==> config.mk <==
export PLATFORM = sky130hd
export DESIGN_NAME = fpu_acc
export DESIGN_NICKNAME = d
export VERILOG_FILES = /design/src/rtl/fpu_acc.sv
export SDC_FILE = /design/constraint.sdc
export NUM_CORES = 1
export LEC_CHECK = 0
export BUFFER_PORTS_ARGS = -buffer_cell sky130_fd_sc_hd__buf_2
export CAP_MARGIN = 5
export CORE_MARGIN = 2
export CORE_UTILIZATION = 35
export CTS_BUF_LIST = sky130_fd_sc_hd__clkbuf_16
export CTS_CLUSTER_SIZE = 40
export DETAILED_ROUTE_END_ITERATION = 10
export MAX_ROUTING_LAYER = met4
export PLACE_DENSITY = 0.58
export RECOVER_POWER = 25
export SLEW_MARGIN = 20
export SYNTH_ARGS = -nofsm -noshare
export SYNTH_HDL_FRONTEND = slang
export SYNTH_SLANG_ARGS = --single-unit
export TNS_END_PERCENT = 30
==> constraint.sdc <==
create_clock -name clk -period 5.5 [get_ports clk]
set_input_delay 1.1 -clock clk [delete_from_list [all_inputs] [get_ports clk]]
set_output_delay 1.1 -clock clk [all_outputs]
set_load 0.02 [all_outputs]
==> src/rtl/fpu_acc.sv <==
// fpu_acc: FP16 running-sum accumulator fed by the half-precision multiplier.
// Define FPU_ACC_COUNT_EN to add acc_count, a saturating count of accumulator updates.
module fpu_acc (
  input  logic        clk,
  input  logic        rst_n,
  input  logic        in_valid,
  input  logic [15:0] in_data,
  input  logic        clear,
  output logic        busy,
  output logic        acc_valid,
  output logic [15:0] acc_out,
  output logic        drop_err
`ifdef FPU_ACC_COUNT_EN
  ,
  output logic [7:0]  acc_count
`endif
);

  typedef enum logic [2:0] {StIdle, StAlign, StAdd, StNorm, StPack} state_e;

  state_e             state_q, state_d;
  logic [15:0]        acc_q, acc_d, b_q, b_d, pend_q, pend_d;
  logic               pend_full_q, pend_full_d, valid_q, valid_d, drop_q, drop_d;
  logic               sign_q, sub_q, spec_q;
  logic [15:0]        spec_res_q;
  logic signed [6:0]  exp_q;
  logic [10:0]        mx_q, my_q, mant_q;
  logic [11:0]        sum_q;

  logic [4:0]         ea, eb, ex, ey, ediff;
  logic               a_zero, a_inf, a_nan, b_zero, b_inf, b_nan, a_big, spec;
  logic [10:0]        sig_a, sig_b, sx, sy, norm_mant;
  logic [15:0]        spec_res, pack_res;
  logic [3:0]         lz;
  logic signed [6:0]  norm_exp;

  // Operand decode, magnitude swap and special-case resolution (A = acc, B = new product)
  always_comb begin
    ea     = acc_q[14:10];
    eb     = b_q[14:10];
    a_zero = (ea == 5'd0);
    b_zero = (eb == 5'd0);
    a_inf  = (ea == 5'd31) && (acc_q[9:0] == 10'd0);
    b_inf  = (eb == 5'd31) && (b_q[9:0] == 10'd0);
    a_nan  = (ea == 5'd31) && (acc_q[9:0] != 10'd0);
    b_nan  = (eb == 5'd31) && (b_q[9:0] != 10'd0);
    sig_a  = a_zero ? 11'd0 : {1'b1, acc_q[9:0]};
    sig_b  = b_zero ? 11'd0 : {1'b1, b_q[9:0]};
    a_big  = {ea, acc_q[9:0]} >= {eb, b_q[9:0]};
    ex     = a_big ? ea : eb;
    ey     = a_big ? eb : ea;
    sx     = a_big ? sig_a : sig_b;
    sy     = a_big ? sig_b : sig_a;
    ediff  = ex - ey;
    spec     = 1'b1;
    spec_res = 16'h0000;
    if (a_nan || b_nan) begin
      spec_res = 16'h7e00;
    end else if (a_inf && b_inf && (acc_q[15] != b_q[15])) begin
      spec_res = 16'h7e00;
    end else if (a_inf) begin
      spec_res = acc_q;
    end else if (b_inf) begin
      spec_res = b_q;
    end else if (a_zero && b_zero) begin
      spec_res = {acc_q[15] & b_q[15], 15'd0};
    end else begin
      spec = 1'b0;
    end
  end

  // Leading-zero count over the 11-bit sum; highest set bit wins
  always_comb begin
    lz = 4'd11;
    for (int i = 0; i <= 10; i++) begin
      if (sum_q[i]) lz = 4'(10 - i);
    end
    if (sum_q[11]) begin
      norm_mant = sum_q[11:1];
      norm_exp  = exp_q + 7'sd1;
    end else begin
      norm_mant = sum_q[10:0] << lz;
      norm_exp  = exp_q - $signed({3'b000, lz});
    end
  end

  // A zero normalised mantissa means exact cancellation
  always_comb begin
    if (spec_q)                pack_res = spec_res_q;
    else if (!mant_q[10])      pack_res = 16'h0000;
    else if (exp_q >= 7'sd31)  pack_res = {sign_q, 5'h1f, 10'h000};
    else if (exp_q <= 7'sd0)   pack_res = {sign_q, 15'h0000};
    else                       pack_res = {sign_q, exp_q[4:0], mant_q[9:0]};
  end

  always_comb begin
    state_d     = state_q;
    acc_d       = acc_q;
    b_d         = b_q;
    pend_d      = pend_q;
    pend_full_d = pend_full_q;
    valid_d     = 1'b0;
    drop_d      = drop_q;
    if (clear) begin
      state_d     = StIdle;
      acc_d       = 16'h0000;
      pend_full_d = 1'b0;
      drop_d      = 1'b0;
    end else begin
      case (state_q)
        StIdle: begin
          if (pend_full_q) begin
            b_d         = pend_q;
            state_d     = StAlign;
            pend_full_d = in_valid;
            if (in_valid) pend_d = in_data;
          end else if (in_valid) begin
            b_d     = in_data;
            state_d = StAlign;
          end
        end
        StAlign, StAdd, StNorm: begin
          state_d = (state_q == StAlign) ? StAdd : (state_q == StAdd) ? StNorm : StPack;
          if (in_valid) begin
            if (!pend_full_q) begin
              pend_d      = in_data;
              pend_full_d = 1'b1;
            end else begin
              drop_d = 1'b1;
            end
          end
        end
        StPack: begin
          acc_d   = pack_res;
          valid_d = 1'b1;
          if (pend_full_q) begin
            b_d         = pend_q;
            state_d     = StAlign;
            pend_full_d = in_valid;
            if (in_valid) pend_d = in_data;
          end else begin
            state_d = StIdle;
            if (in_valid) begin
              pend_d      = in_data;
              pend_full_d = 1'b1;
            end
          end
        end
        default: state_d = StIdle;
      endcase
    end
  end

  always_ff @(posedge clk or negedge rst_n) begin
    if (!rst_n) begin
      state_q     <= StIdle;
      acc_q       <= 16'h0000;
      b_q         <= 16'h0000;
      pend_q      <= 16'h0000;
      pend_full_q <= 1'b0;
      valid_q     <= 1'b0;
      drop_q      <= 1'b0;
    end else begin
      state_q     <= state_d;
      acc_q       <= acc_d;
      b_q         <= b_d;
      pend_q      <= pend_d;
      pend_full_q <= pend_full_d;
      valid_q     <= valid_d;
      drop_q      <= drop_d;
    end
  end

  always_ff @(posedge clk or negedge rst_n) begin
    if (!rst_n) begin
      sign_q     <= 1'b0;
      sub_q      <= 1'b0;
      spec_q     <= 1'b0;
      spec_res_q <= 16'h0000;
      exp_q      <= 7'sd0;
      mx_q       <= 11'd0;
      my_q       <= 11'd0;
      sum_q      <= 12'd0;
      mant_q     <= 11'd0;
    end else begin
      case (state_q)
        StAlign: begin
          sign_q     <= a_big ? acc_q[15] : b_q[15];
          sub_q      <= acc_q[15] ^ b_q[15];
          exp_q      <= {2'b00, ex};
          mx_q       <= sx;
          my_q       <= (ediff >= 5'd11) ? 11'd0 : (sy >> ediff);
          spec_q     <= spec;
          spec_res_q <= spec_res;
        end
        StAdd:  sum_q <= sub_q ? ({1'b0, mx_q} - {1'b0, my_q}) : ({1'b0, mx_q} + {1'b0, my_q});
        StNorm: begin
          exp_q  <= norm_exp;
          mant_q <= norm_mant;
        end
        default: ;
      endcase
    end
  end

`ifdef FPU_ACC_COUNT_EN
  logic [7:0] count_q;
  always_ff @(posedge clk or negedge rst_n) begin
    if (!rst_n)                           count_q <= 8'd0;
    else if (clear)                       count_q <= 8'd0;
    else if (valid_d && count_q != 8'hff) count_q <= count_q + 8'd1;
  end
  assign acc_count = count_q;
`endif

  assign busy      = (state_q != StIdle);
  assign acc_valid = valid_q;
  assign acc_out   = acc_q;
  assign drop_err  = drop_q;

endmodule
After elaboration in Yosys (flattened, before gate mapping)
Cells that the tools add are included.
{"block": "classes", "n_addsub": 5, "n_lt_le_gt_ge": 4, "n_eq_ne": 14, "shifts": 2, "mux": 67, "n_bitwise": 3, "reduce_logical": 29}
{"operator": "$mux W16", "n": 16}
{"operator": "$mux W11", "n": 6}
{"operator": "$pmux W16 S3", "n": 1}
{"operator": "$mux W4", "n": 10}
{"operator": "$pmux W16 S2", "n": 1}
{"operator": "$mux W15", "n": 2}
{"operator": "$logic_not A10 Y1", "n": 2}
{"operator": "$reduce_bool A10 Y1", "n": 2}
{"operator": "$mux W1", "n": 19}
{"operator": "$ge A15 B15 Y1", "n": 1}
{"operator": "$mux W3", "n": 5}
{"operator": "$pmux W7 S2", "n": 1}
{"operator": "$add A11 B11 Y12", "n": 1}
{"operator": "$mux W12", "n": 1}
{"operator": "$reduce_bool A2 Y1", "n": 6}
{"operator": "$sub A11 B11 Y12", "n": 1}
{"operator": "$shl A11 B4 Y11", "n": 1}
{"operator": "$shr A11 B5 Y11", "n": 1}
{"operator": "$eq A5 B5 Y1 const B", "n": 2}
{"operator": "$logic_not A5 Y1", "n": 2}
{"operator": "$mux W5", "n": 2}
{"operator": "$pmux W3 S3", "n": 1}
{"operator": "$ne A2 B2 Y1 const B", "n": 4}
{"operator": "$add A7 B2 Y7 const B", "n": 1}
{"operator": "26 further kinds", "n": 35}
{"block": "word_totals", "register_bits": 125, "in_bits": 20, "output_inout_bits": 19, "elab_cells": 140}

Logic depth before layout (Yosys ltp)
Gate-level depths: netlist of the first run.
{"block": "logic_depth", "ltp_word": 14, "depth_mapped": 20, "depth_no_buf": 19}

Least setup slack after synthesis of the first run
Ideal clock, no wire load.
{"block": "synth_timing", "path_kind": "register -> register", "from": "reg sum_q[1]", "to": "reg exp_q[6]", "setup_time_ps": 129, "t_arrival_ps": 3418, "t_required_ps": 5371, "setup_slack_ps": 1953, "stages_incl_launch_ff": 20, "path_buffers": 1, "period_less_slack_ps": 3547, "cell_sequence": "dfrtp_1 inv_1 a21oi_1 o21bai_1 a21oi_1 o21bai_1 a21oi_1 clkbuf_1 inv_1 ha_1 nor2b_1 fa_1 a21oi_1 o21bai_1 a21o_1 a21oi_1 xor2_1 nor3_1 a21oi_1 o21ai_0"}
{"block": "synth_between", "elab_chain_len": 13}
{"item": "from (decl)", "line_no": "28", "source": "logic [11:0] sum_q;"}
{"item": "from (signal assigned)", "line_no": "196", "source": "StAdd: sum_q <= sub_q ? ({1'b0, mx_q} - {1'b0, my_q}) : ({1'b0, mx_q} + {1'b0, my_q});"}
{"item": "$mux W4 (10 in a row)", "line_no": "76", "source": "if (sum_q[i]) lz = 4'(10 - i);"}
{"item": "$sub A7 B5 Y7", "line_no": "83", "source": "norm_exp = exp_q - $signed({3'b000, lz});"}
{"item": "$mux W7", "line_no": "78", "source": "if (sum_q[11]) begin"}
{"item": "$pmux W7 S2", "line_no": "186", "source": "case (state_q)"}
{"item": "to (signal assigned)", "line_no": "190", "source": "exp_q <= {2'b00, ex};"}
{"item": "to (signal assigned)", "line_no": "198", "source": "exp_q <= norm_exp;"}
{"item": "to (decl)", "line_no": "26", "source": "logic signed [6:0] exp_q;"}
No other way between the ends.
A chain may end at the register's enable or synchronous reset.

Worst setup path in the final report of the first run
{"block": "layout_timing", "from": "reg acc_q[10], in the netlist acc_out[10]", "to": "reg my_q[1]"}
{"block": "layout_between", "elab_chain_len": 5, "word_cells_on_any_way": 10, "cone_classes": "add/sub (1); order compare (2); shift (1); mux (5); reduce/logical (1)"}
{"item": "from (decl)", "line_no": "22", "source": "logic [15:0] acc_q, acc_d, b_q, b_d, pend_q, pend_d;"}
{"item": "from (signal assigned)", "line_no": "157", "source": "acc_q <= 16'h0000;"}
{"item": "from (signal assigned)", "line_no": "165", "source": "acc_q <= acc_d;"}
{"item": "$ge A15 B15 Y1 / $logic_not A5 Y1 (equally long branches)", "line_no": "49, 41"}
{"item": "$mux W5 (tied with other cells)", "line_no": "50", "source": "ex = a_big ? ea : eb;"}
{"item": "$sub A5 B5 Y5 / $mux W11 (equally long branches)", "line_no": "54, 53"}
{"item": "$ge A5 B4 Y1 / $shr A11 B5 Y11 (equally long branches)", "line_no": "192", "source": "my_q <= (ediff >= 5'd11) ? 11'd0 : (sy >> ediff);"}
{"item": "$mux W11 *", "line_no": "192"}
{"item": "to (signal assigned)", "line_no": "192"}
{"item": "to (decl)", "line_no": "27", "source": "logic [10:0] mx_q, my_q, mant_q;"}
Mark *: on every way between the ends. The rest lies on a longest branch, timed or not.

==> results of run 1 <==
[cells in the final DEF (no fill, tap or decap), types with 6 or more instances in the layout]
cell type	count
sky130_fd_sc_hd__dfrtp_1	125
sky130_fd_sc_hd__nand2_1	108
sky130_fd_sc_hd__nor2_1	78
sky130_fd_sc_hd__o21ai_0	70
sky130_fd_sc_hd__a21oi_1	50
sky130_fd_sc_hd__mux2i_1	48
sky130_fd_sc_hd__inv_1	40
sky130_fd_sc_hd__buf_2	37
sky130_fd_sc_hd__ha_1	36
sky130_fd_sc_hd__nor3_1	26
sky130_fd_sc_hd__a211oi_1	23
sky130_fd_sc_hd__xnor2_1	19
sky130_fd_sc_hd__mux2_2	19
sky130_fd_sc_hd__clkbuf_16	17
sky130_fd_sc_hd__nand3_1	13
sky130_fd_sc_hd__a31oi_1	13
sky130_fd_sc_hd__a22oi_1	13
sky130_fd_sc_hd__nor4_1	12
sky130_fd_sc_hd__and2_1	11
sky130_fd_sc_hd__buf_4	10
sky130_fd_sc_hd__nor2b_1	9
sky130_fd_sc_hd__nand2b_1	8
sky130_fd_sc_hd__o21a_1	8
sky130_fd_sc_hd__xor2_1	7
sky130_fd_sc_hd__o21bai_1	6
sky130_fd_sc_hd__o21ai_1	6
[cell type report]
type	count	area, sq um
Fill cell	2251	13100
Timing Repair Buffer	48	270
Tap cell	280	350
Clock inverter	15	110
Sequential cell	125	3130
Clock buffer	17	425
Multi-Input combinational cell	662	4370
Inverter	37	139
[cells in the mapped netlist (3+ instances only)]
library cell,count
sky130_fd_sc_hd__ha_1,36
sky130_fd_sc_hd__nand2_1,108
sky130_fd_sc_hd__a22oi_1,13
sky130_fd_sc_hd__a31oi_1,13
sky130_fd_sc_hd__or3_1,3
sky130_fd_sc_hd__nand2b_1,8
sky130_fd_sc_hd__a211oi_1,23
sky130_fd_sc_hd__nor4_1,12
sky130_fd_sc_hd__o211ai_1,3
sky130_fd_sc_hd__nand3b_1,3
sky130_fd_sc_hd__o21ai_1,6
sky130_fd_sc_hd__buf_1,4
sky130_fd_sc_hd__o21ai_0,71
sky130_fd_sc_hd__mux4_2,5
sky130_fd_sc_hd__a21o_1,3
sky130_fd_sc_hd__o21bai_1,6
sky130_fd_sc_hd__xnor2_1,19
sky130_fd_sc_hd__nand4_1,4
sky130_fd_sc_hd__nor2_1,79
sky130_fd_sc_hd__mux2i_1,48
sky130_fd_sc_hd__inv_1,37
sky130_fd_sc_hd__a21oi_1,50
sky130_fd_sc_hd__and2_1,11
sky130_fd_sc_hd__a22o_1,5
sky130_fd_sc_hd__and3_1,5
sky130_fd_sc_hd__o31ai_1,5
sky130_fd_sc_hd__buf_2,3
sky130_fd_sc_hd__nor2b_1,9
sky130_fd_sc_hd__o21a_1,8
sky130_fd_sc_hd__mux2_2,19
sky130_fd_sc_hd__dfrtp_1,125
sky130_fd_sc_hd__clkbuf_1,43
sky130_fd_sc_hd__xor2_1,7
sky130_fd_sc_hd__or2_2,3
sky130_fd_sc_hd__nor3_1,27
sky130_fd_sc_hd__nand3_1,13
[routing by layer]
layer,GRT usage,vias to the layer above,part of all wire,wire length [microns]
met3,0.0320,18,0.045,903
met5,-,-,0,0
met1,0.234,3121,0.48,9450
li1,-,3162,-,-
met4,0.0454,0,0.011,214
met2,0.280,143,0.47,9300
[registers in the layout, indices dropped and copies added (netlist names)]
register,flops
acc_out,16
exp_q,7
mant_q,11
pend_full_q,1
state_q,3
b_q,16
spec_res_q,16
mx_q,11
sum_q,12
spec_q,1
sub_q,1
my_q,11
sign_q,1
drop_err,1
acc_valid,1
pend_q,16
[cell families (layout without fill, tap and decap cells)]
| kind of cell | Yosys count | count (layout) | synth area share |
|---|---|---|---|
| AOI/OAI and AO/OA | 231 | 231 | 0.187 |
| xor gates and xnor gates | 26 | 26 | 0.0291 |
| adders and majority gates | 38 | 38 | 0.0628 |
| buffers and inverters | 88 | 117 | 0.0437 |
| DFF | 125 | 125 | 0.400 |
| muxes | 72 | 72 | 0.103 |
| and+or+nand+nor | 295 | 295 | 0.174 |
[report_power, final]
group / internal [mW] / switching, mW
Sequential: 1.20 / 0.350
Clock: 0.610 / 0.407
Combinational: 1.03 / 1.37
[path summary, 6_finish.rpt]
check	to	cells after the start	slack, ns	from
setup / recovery	my_q[1]	13	1.32	acc_out[10]
setup reg to reg	my_q[1]	13	1.32	acc_out[10]
hold / removal	spec_res_q[15]	2	0.48	spec_res_q[15]
max in group asynchronous	mant_q[6]	1	1.38	rst_n
min in group asynchronous	pend_q[8]	1	2.09	rst_n
hold reg to reg	spec_res_q[15]	2	0.48	spec_res_q[15]
[per-stage QoR]
| stage | worst slack (ns) | total power [mW] | area (sq um) | util | hold slack [ns] |
|---|---|---|---|---|---|
| 2_1_floorplan | 1.95 | 3.35 | 7820 | - | 0.439 |
| 3_3_place_gp | 1.46 | 3.93 | 8250 | 0.377 | 0.464 |
| 3_5_place_dp | 1.33 | 3.97 | 8250 | 0.377 | 0.470 |
| 4_1_cts | 1.33 | 5.02 | 8780 | 0.401 | 0.482 |
| 5_1_grt | 0.503 | 5.39 | 8790 | 0.402 | 0.503 |
| 6_report | 1.32 | 4.97 | 8790 | 0.402 | 0.478 |
[critical path, cell delays in order (launching register included)]
cell,delay (ns)
sky130_fd_sc_hd__dfrtp_1,0.48
sky130_fd_sc_hd__ha_1,0.57
sky130_fd_sc_hd__a211oi_2,0.29
sky130_fd_sc_hd__nand2_1,0.08
sky130_fd_sc_hd__o21a_1,0.26
sky130_fd_sc_hd__nor3_2,0.16
sky130_fd_sc_hd__buf_4,0.40
sky130_fd_sc_hd__a31oi_1,0.26
sky130_fd_sc_hd__ha_1,0.27
sky130_fd_sc_hd__o21ai_0,0.16
sky130_fd_sc_hd__o31a_1,0.56
sky130_fd_sc_hd__mux2i_1,0.25
sky130_fd_sc_hd__o21ai_0,0.09
sky130_fd_sc_hd__a22o_1,0.21
==> results, run 1 <==
- Gates resized during post-CTS repair numbered 0.
- The remaining global-route overflow is 0.
- The violation count after the first detailed-routing iteration is 485.
- The element type at the critical path end is a flop.
- The effective utilization at floorplan is 0.357.
- The total setup buffers inserted after CTS is 0.
- Routability-driven placement finished with a final weighted congestion of 0.861.
- The final standard cell count with taps included and fillers excluded is 1184.
- Input and output buffers added on the ports amount to 38.
- The height of the die is 153 microns.
- The run finished, with violations left.
- The transition time of the tightest slew-check pin is 3.53 ns.
- Data on the critical path is required at its endpoint by 5.79 ns.
- The number of nets with antenna violations after routing is 0.
- The time the worst path needs with I/O delays and setup is 4.18 ns.
- The critical path is of the flop to flop type.
- Setup repair after global routing left no endpoint under its margin.
- The peak supply drop is 0.000241 V.
- Ranked by total cell area, the synthesized netlist is headed by sky130_fd_sc_hd__dfrtp_1 40%, sky130_fd_sc_hd__mux2i_1 6.1%, sky130_fd_sc_hd__ha_1 5.8%, sky130_fd_sc_hd__nand2_1 5.2%, sky130_fd_sc_hd__o21ai_0 4.5%.
- Setup violations remaining at the end of the flow were counted as 0.
- The cell count after placement is 1152.
- The pin count of the biggest net entering global routing is 76.
- At the later pin of the worst-skew pair, clock insertion delay measures 0.41 ns.
- In this run the count of I/O pins placed on the die edge is 39.
- The final number of max-transition violations came to 76.
- The number of global-route vias before repair came to 6187.
- The number of enable-type register cells in the synthesized netlist is 0.
- Dividing the synthesized area by the synthesized cell count gives 8.93 sq um.
- The min-delay analysis places its worst path in the category flop to flop.
- Dividing total power by cell area gives a power density of 565 nW/um^2.
- The core region is 21900 sq um.
- The largest area contributor in the netlist is sky130_fd_sc_hd__dfrtp_1.
- The number of cell rows is 54.
- The synthesized netlist cell count is 875.
- Of the cells placed in the final design, the portion with a size suffix greater than 1 is 0.125.
- The TritonCTS clock tree is yes.
- The die covers 23500 sq um.
- The type of element launching the critical path is a flop.
- The checks that failed: max-capacitance violations, max-slew violations.
- The area growth from synthesis to layout is 12.5%.
- The worst pin sits at a relative slew slack of -1.35.
- The sequential share of the synthesized area is 0.400.
- The number of hold violations in the final report is 0.
- Timing would allow up to 0.239 GHz.
- 0 antenna diodes ended up in the layout.
- The final route contains 6444 vias.
- The number of library cell types mapped by synthesis is 65.
- Buffers inserted during clock tree synthesis total 17.
- Dividing the final minimum period by the clock period gives 0.760.
- Between clock sinks in the finished design, the worst skew comes to 0.0108 ns.
- The root cell of the clock tree is sky130_fd_sc_hd__clkbuf_16.
- Measured along the x axis, the die boundary spans 153 microns.
- The number of iterations in the first detailed-routing pass is 5.
- The hold buffer count at cts is 0.
- Clock-pin slew was measured on the worst setup and hold paths at 0.05 ns.
- After legalization and detailed placement, the total HPWL measured 14500 microns.
- After synthesis the netlist holds a flip-flop and latch count of 125.
- After synthesis, the share of flip-flops with an asynchronous set or reset is 1.00.
- After routing, the total negative slack on setup checks comes to 0 ns.
- The number of antenna violations at the first check in global routing is 0.
- After synthesis the cells add up to 7820 sq um.
- Synthesis produced a netlist with a net count of 933.
- The highest net fanout along the worst path is 38.
- The count of max-cap constraint violations is 1.
- The final routed DRC violation total is 0.
- After detailed routing, the number of vias per cell comes to 5.44.
- The number of levels in the clock H-tree is 4.
- The arrival time at the worst endpoint is 4.47 ns.
- The final wirelength is 19900 microns.
- Yosys printed 0 warnings.
- The number of buffers on the longest clock path is 2.
- The first global-routing pass estimated 32500 microns of wire.
- The global-route total usage across every layer is 0.176.
- In the final design database the tool counted 949 nets.
- Dividing the detail-routed wire length by the instance count gives 16.8 microns.
- The fraction of post-synthesis cell area in the top cell type by area is 0.400.
- The most frequently used flop master after synthesis is sky130_fd_sc_hd__dfrtp_1.
- Counting every sink on the clock net gives 125.
- The total leakage power is 4.00 nW.
Power figures use the tool's default switching activity.
==> run 2: changes to the inputs <==
==> constraint.sdc (replaced) <==
create_clock -name clk -period 3.9 [get_ports clk]
set_input_delay 0.78 -clock clk [delete_from_list [all_inputs] [get_ports clk]]
set_output_delay 0.78 -clock clk [all_outputs]
set_load 0.02 [all_outputs]
==> run 2 against run 1 <==
The flow still finishes with violations (max-capacitance violations, max-slew violations); combinational power increased by 45%; sequential cell count unchanged; routed wire length increased by 4.5%; sequential share of layout area decreased by 0.77 points; utilization increased by 0.89 points; largest power group unchanged.
==> results, run 2 (synthesis gave the netlist of run 1 again) <==
- The hold buffer count at cts is 0 (unchanged).
- The weighted congestion reported at the end of routability-driven placement is 0.896 (+4.1%).
- The flow ran to the end, but the final reports show violations.
- The number of buffers on the longest clock path came to 2 (unchanged).
- The number of I/O pins is 39 (unchanged).
- The length in cells of the worst reg-to-reg path is 13 (unchanged).
- The area used by multi-input combinational logic is 4380 sq um (+0.31%).
- In this run the critical register-to-register path is launched from b_q[13].
- The area inside the core boundary is 21900 sq um (unchanged).
- The total power is 7.28 mW (+47%).
- The filler cell count is 2219 (-1.4%).
- The number of instances resized during post-cts repair was 0 (unchanged).
- The final wirelength is 20800 microns (+4.5%).
- The total number of vias is 6456 (+0.19%).
- The chip width is 153 microns (unchanged).
- The routed wire length on met2 is 9860 microns (+6.0%).
- The average via count per standard cell is 5.38 (-1.2%).
- The number of nets with antenna violations after routing was 0 (unchanged).
- The tree is rooted in a sky130_fd_sc_hd__clkbuf_16.
- The accumulated negative setup slack came to 0 ns (unchanged).
- The total area of sequential cells was 3130 sq um (unchanged).
- The peak supply drop is 0.000373 V (+55%).
- The first-pass GRT wire length came to 34200 microns (+5.2%).
- The total leakage power is 4.10 nW (+2.7%).
- The total of buffers placed on input and output ports is 38 (unchanged).
- The most critical setup path has its endpoint at my_q[7].
- The highest achievable clock rate is 0.277 GHz (+16%).
- The number of antenna violations at the first check in global routing was 0 (unchanged).
- The number of levels in the clock H-tree is 4 (unchanged).
- The count of max-cap constraint violations was 1 (unchanged).
- The remaining global-route overflow is 0 (unchanged).
- The time the worst path needs with I/O delays and setup is 3.61 ns (-0.570 ns).
- The checks that failed: max-capacitance violations, max-slew violations.
- The total setup buffers inserted after CTS is 0 (unchanged).
- The final number of max-transition violations came to 65 (-14%).
- The type of element launching the critical path is a flop.
- The area growth from synthesis to layout is 15.0%.
- The final routed DRC violation total is 0 (unchanged).
- The number of antenna repair diodes is 0 (unchanged).
- The areal power density over the cells is 810 nW/um^2 (+43%).
- The path type of the worst min-delay path is flop to flop.
- The violation count after the first detailed-routing iteration was 467 (-3.7%).
- The highest net fanout along the worst path is 8 (-79%).
- The most common cell after layout, fill and taps aside is sky130_fd_sc_hd__dfrtp_1.
- The wire length per cell after detailed routing was 17.3 microns (+3.0%).
- The routed length on met3 was 810 microns (-10%).
- The element type at the critical path end is a flop.
- The number of iterations in the first detailed-routing pass came to 5 (unchanged).
- The pre-CTS setup slack is 0.301 ns (-1.03 ns).
- The smallest setup slack after layout is 0.290 ns (-1.03 ns).
- The clock transition at the registers of the reported paths was 0.06 ns (about the same).
- Leaving out fill and tap cells, the most frequent cells in the layout are 125 x sky130_fd_sc_hd__dfrtp_1, 108 x sky130_fd_sc_hd__nand2_1, 78 x sky130_fd_sc_hd__nor2_1, 70 x sky130_fd_sc_hd__o21ai_0, 50 x sky130_fd_sc_hd__a21oi_1.
- The clock latency on the worst-skew pair is 0.42 ns (about the same).
- The worst-case hold slack is 0.466 ns (-0.0114 ns).
- The wire length on met1 was 9730 microns (+3.0%).
- The number of cells traversed by the worst hold path is 2 (unchanged).
- The number of nets in the layout is 966 (+1.8%).
- The pin count of the biggest net entering global routing came to 65 (-14%).
- The number of global-route vias before repair is 6293 (+1.7%).
- The number of cell rows is 54 (unchanged).
- The height of the die is 153 microns (unchanged).
- The worst setup path is of the flop to flop kind.
- The setup clock skew after layout is 0.0110 ns (+0.000280 ns).
- The post-route core utilization is 0.411 (+0.00886).
- The transition time of the tightest slew-check pin is 1.62 ns (-1.91 ns).
- The period utilization was 0.926 (+0.166).
- The arrival time at the worst endpoint is 3.94 ns (-0.53 ns).
- The highest routed metal layer is met4.
- The effective utilization at floorplan is 0.357 (unchanged).
- The fraction of layout cells with a size suffix above 1 came to 0.143 (+0.0183).
- The number of hold violations in the final report was 0 (unchanged).
- The required time of the critical path is 4.23 ns (-1.56 ns).
- The count of final setup violators is 0 (unchanged).
- The number of buffers inserted during clock tree synthesis is 17 (unchanged).
- The terminus of the critical flop-to-flop path is my_q[7].
- The total die area is 23500 sq um (unchanged).
- The global-route total usage across every layer is 0.187 (+0.0105).
- The worst max-slew margin expressed relative to the limit was -0.0789 (+1.27).
- The post-DP HPWL was 15300 microns (+5.9%).
- The register-to-register path setup slack is 0.29 ns (-1.03 ns).
- The clock sink count is 125 (unchanged).
- The TritonCTS clock tree is yes.
- The worst setup path startpoint is b_q[13].
-- run 2: changes by cell type in the layout (fill, tap and decap cells not counted), moves of 2 or more --
cell                        before  now
sky130_fd_sc_hd__inv_6           0    3
sky130_fd_sc_hd__clkinv_2        5    0
sky130_fd_sc_hd__clkbuf_2        0    2
sky130_fd_sc_hd__bufinv_16       1    3
sky130_fd_sc_hd__buf_4          10   26
-- run 2: per-layer routing --
| metal | track usage | vias to the layer above |
|---|---|---|
| met2 | 0.294 | 151 |
| li1 | - | 3187 |
| met4 | 0.0533 | 0 |
| met5 | - | - |
| met1 | 0.250 | 3090 |
| met3 | 0.0312 | 28 |
-- run 2: critical path: stages (launching register included) --
cell	delay [ns]
sky130_fd_sc_hd__dfrtp_1	0.42
sky130_fd_sc_hd__inv_1	0.10
sky130_fd_sc_hd__ha_1	0.46
sky130_fd_sc_hd__nand4_1	0.18
sky130_fd_sc_hd__nor3_1	0.25
sky130_fd_sc_hd__o31ai_1	0.13
sky130_fd_sc_hd__a311oi_1	0.34
sky130_fd_sc_hd__a31oi_2	0.11
sky130_fd_sc_hd__ha_1	0.25
sky130_fd_sc_hd__o311ai_1	0.27
sky130_fd_sc_hd__nand3_1	0.16
sky130_fd_sc_hd__xor2_2	0.20
sky130_fd_sc_hd__or3_4	0.39
sky130_fd_sc_hd__o31ai_2	0.24
-- run 2: area by class of cell --
type | count | share of cell area
sequential | 125 | 0.348
timing repair buffer | 65 | 0.0433
clock buffer | 17 | 0.0473
multi-input combinational | 662 | 0.488
inverter | 37 | 0.0155
clock inverter | 15 | 0.0191
tap | 280 | 0.0390
-- run 2: through the flow --
stage / cell area (sq um) / instances
after floorplan: 7820 / 875
after global placement: 8390 / 1169
after CTS: 8980 / 1201
after global routing: 8990 / 1201
after detailed placement: 8390 / 1169
final: 8990 / 1201
-- run 2: worst min path at each step --
stage,start,endpoint,slack (ns)
CTS,spec_res_q[15],spec_res_q[15],0.47
global placement,spec_res_q[15],spec_res_q[15],0.45
finish,spec_res_q[15],spec_res_q[15],0.47
detailed placement,spec_res_q[15],spec_res_q[15],0.46
global route,sign_q,sign_q,0.51
floorplan,spec_res_q[15],spec_res_q[15],0.44
-- run 2: report_power, final --
part	internal (mW)	switching, mW	total (mW)
clock network	1.00	0.618	1.62
logic	1.50	1.99	3.49
registers	1.70	0.470	2.17
total	4.20	3.08	7.28
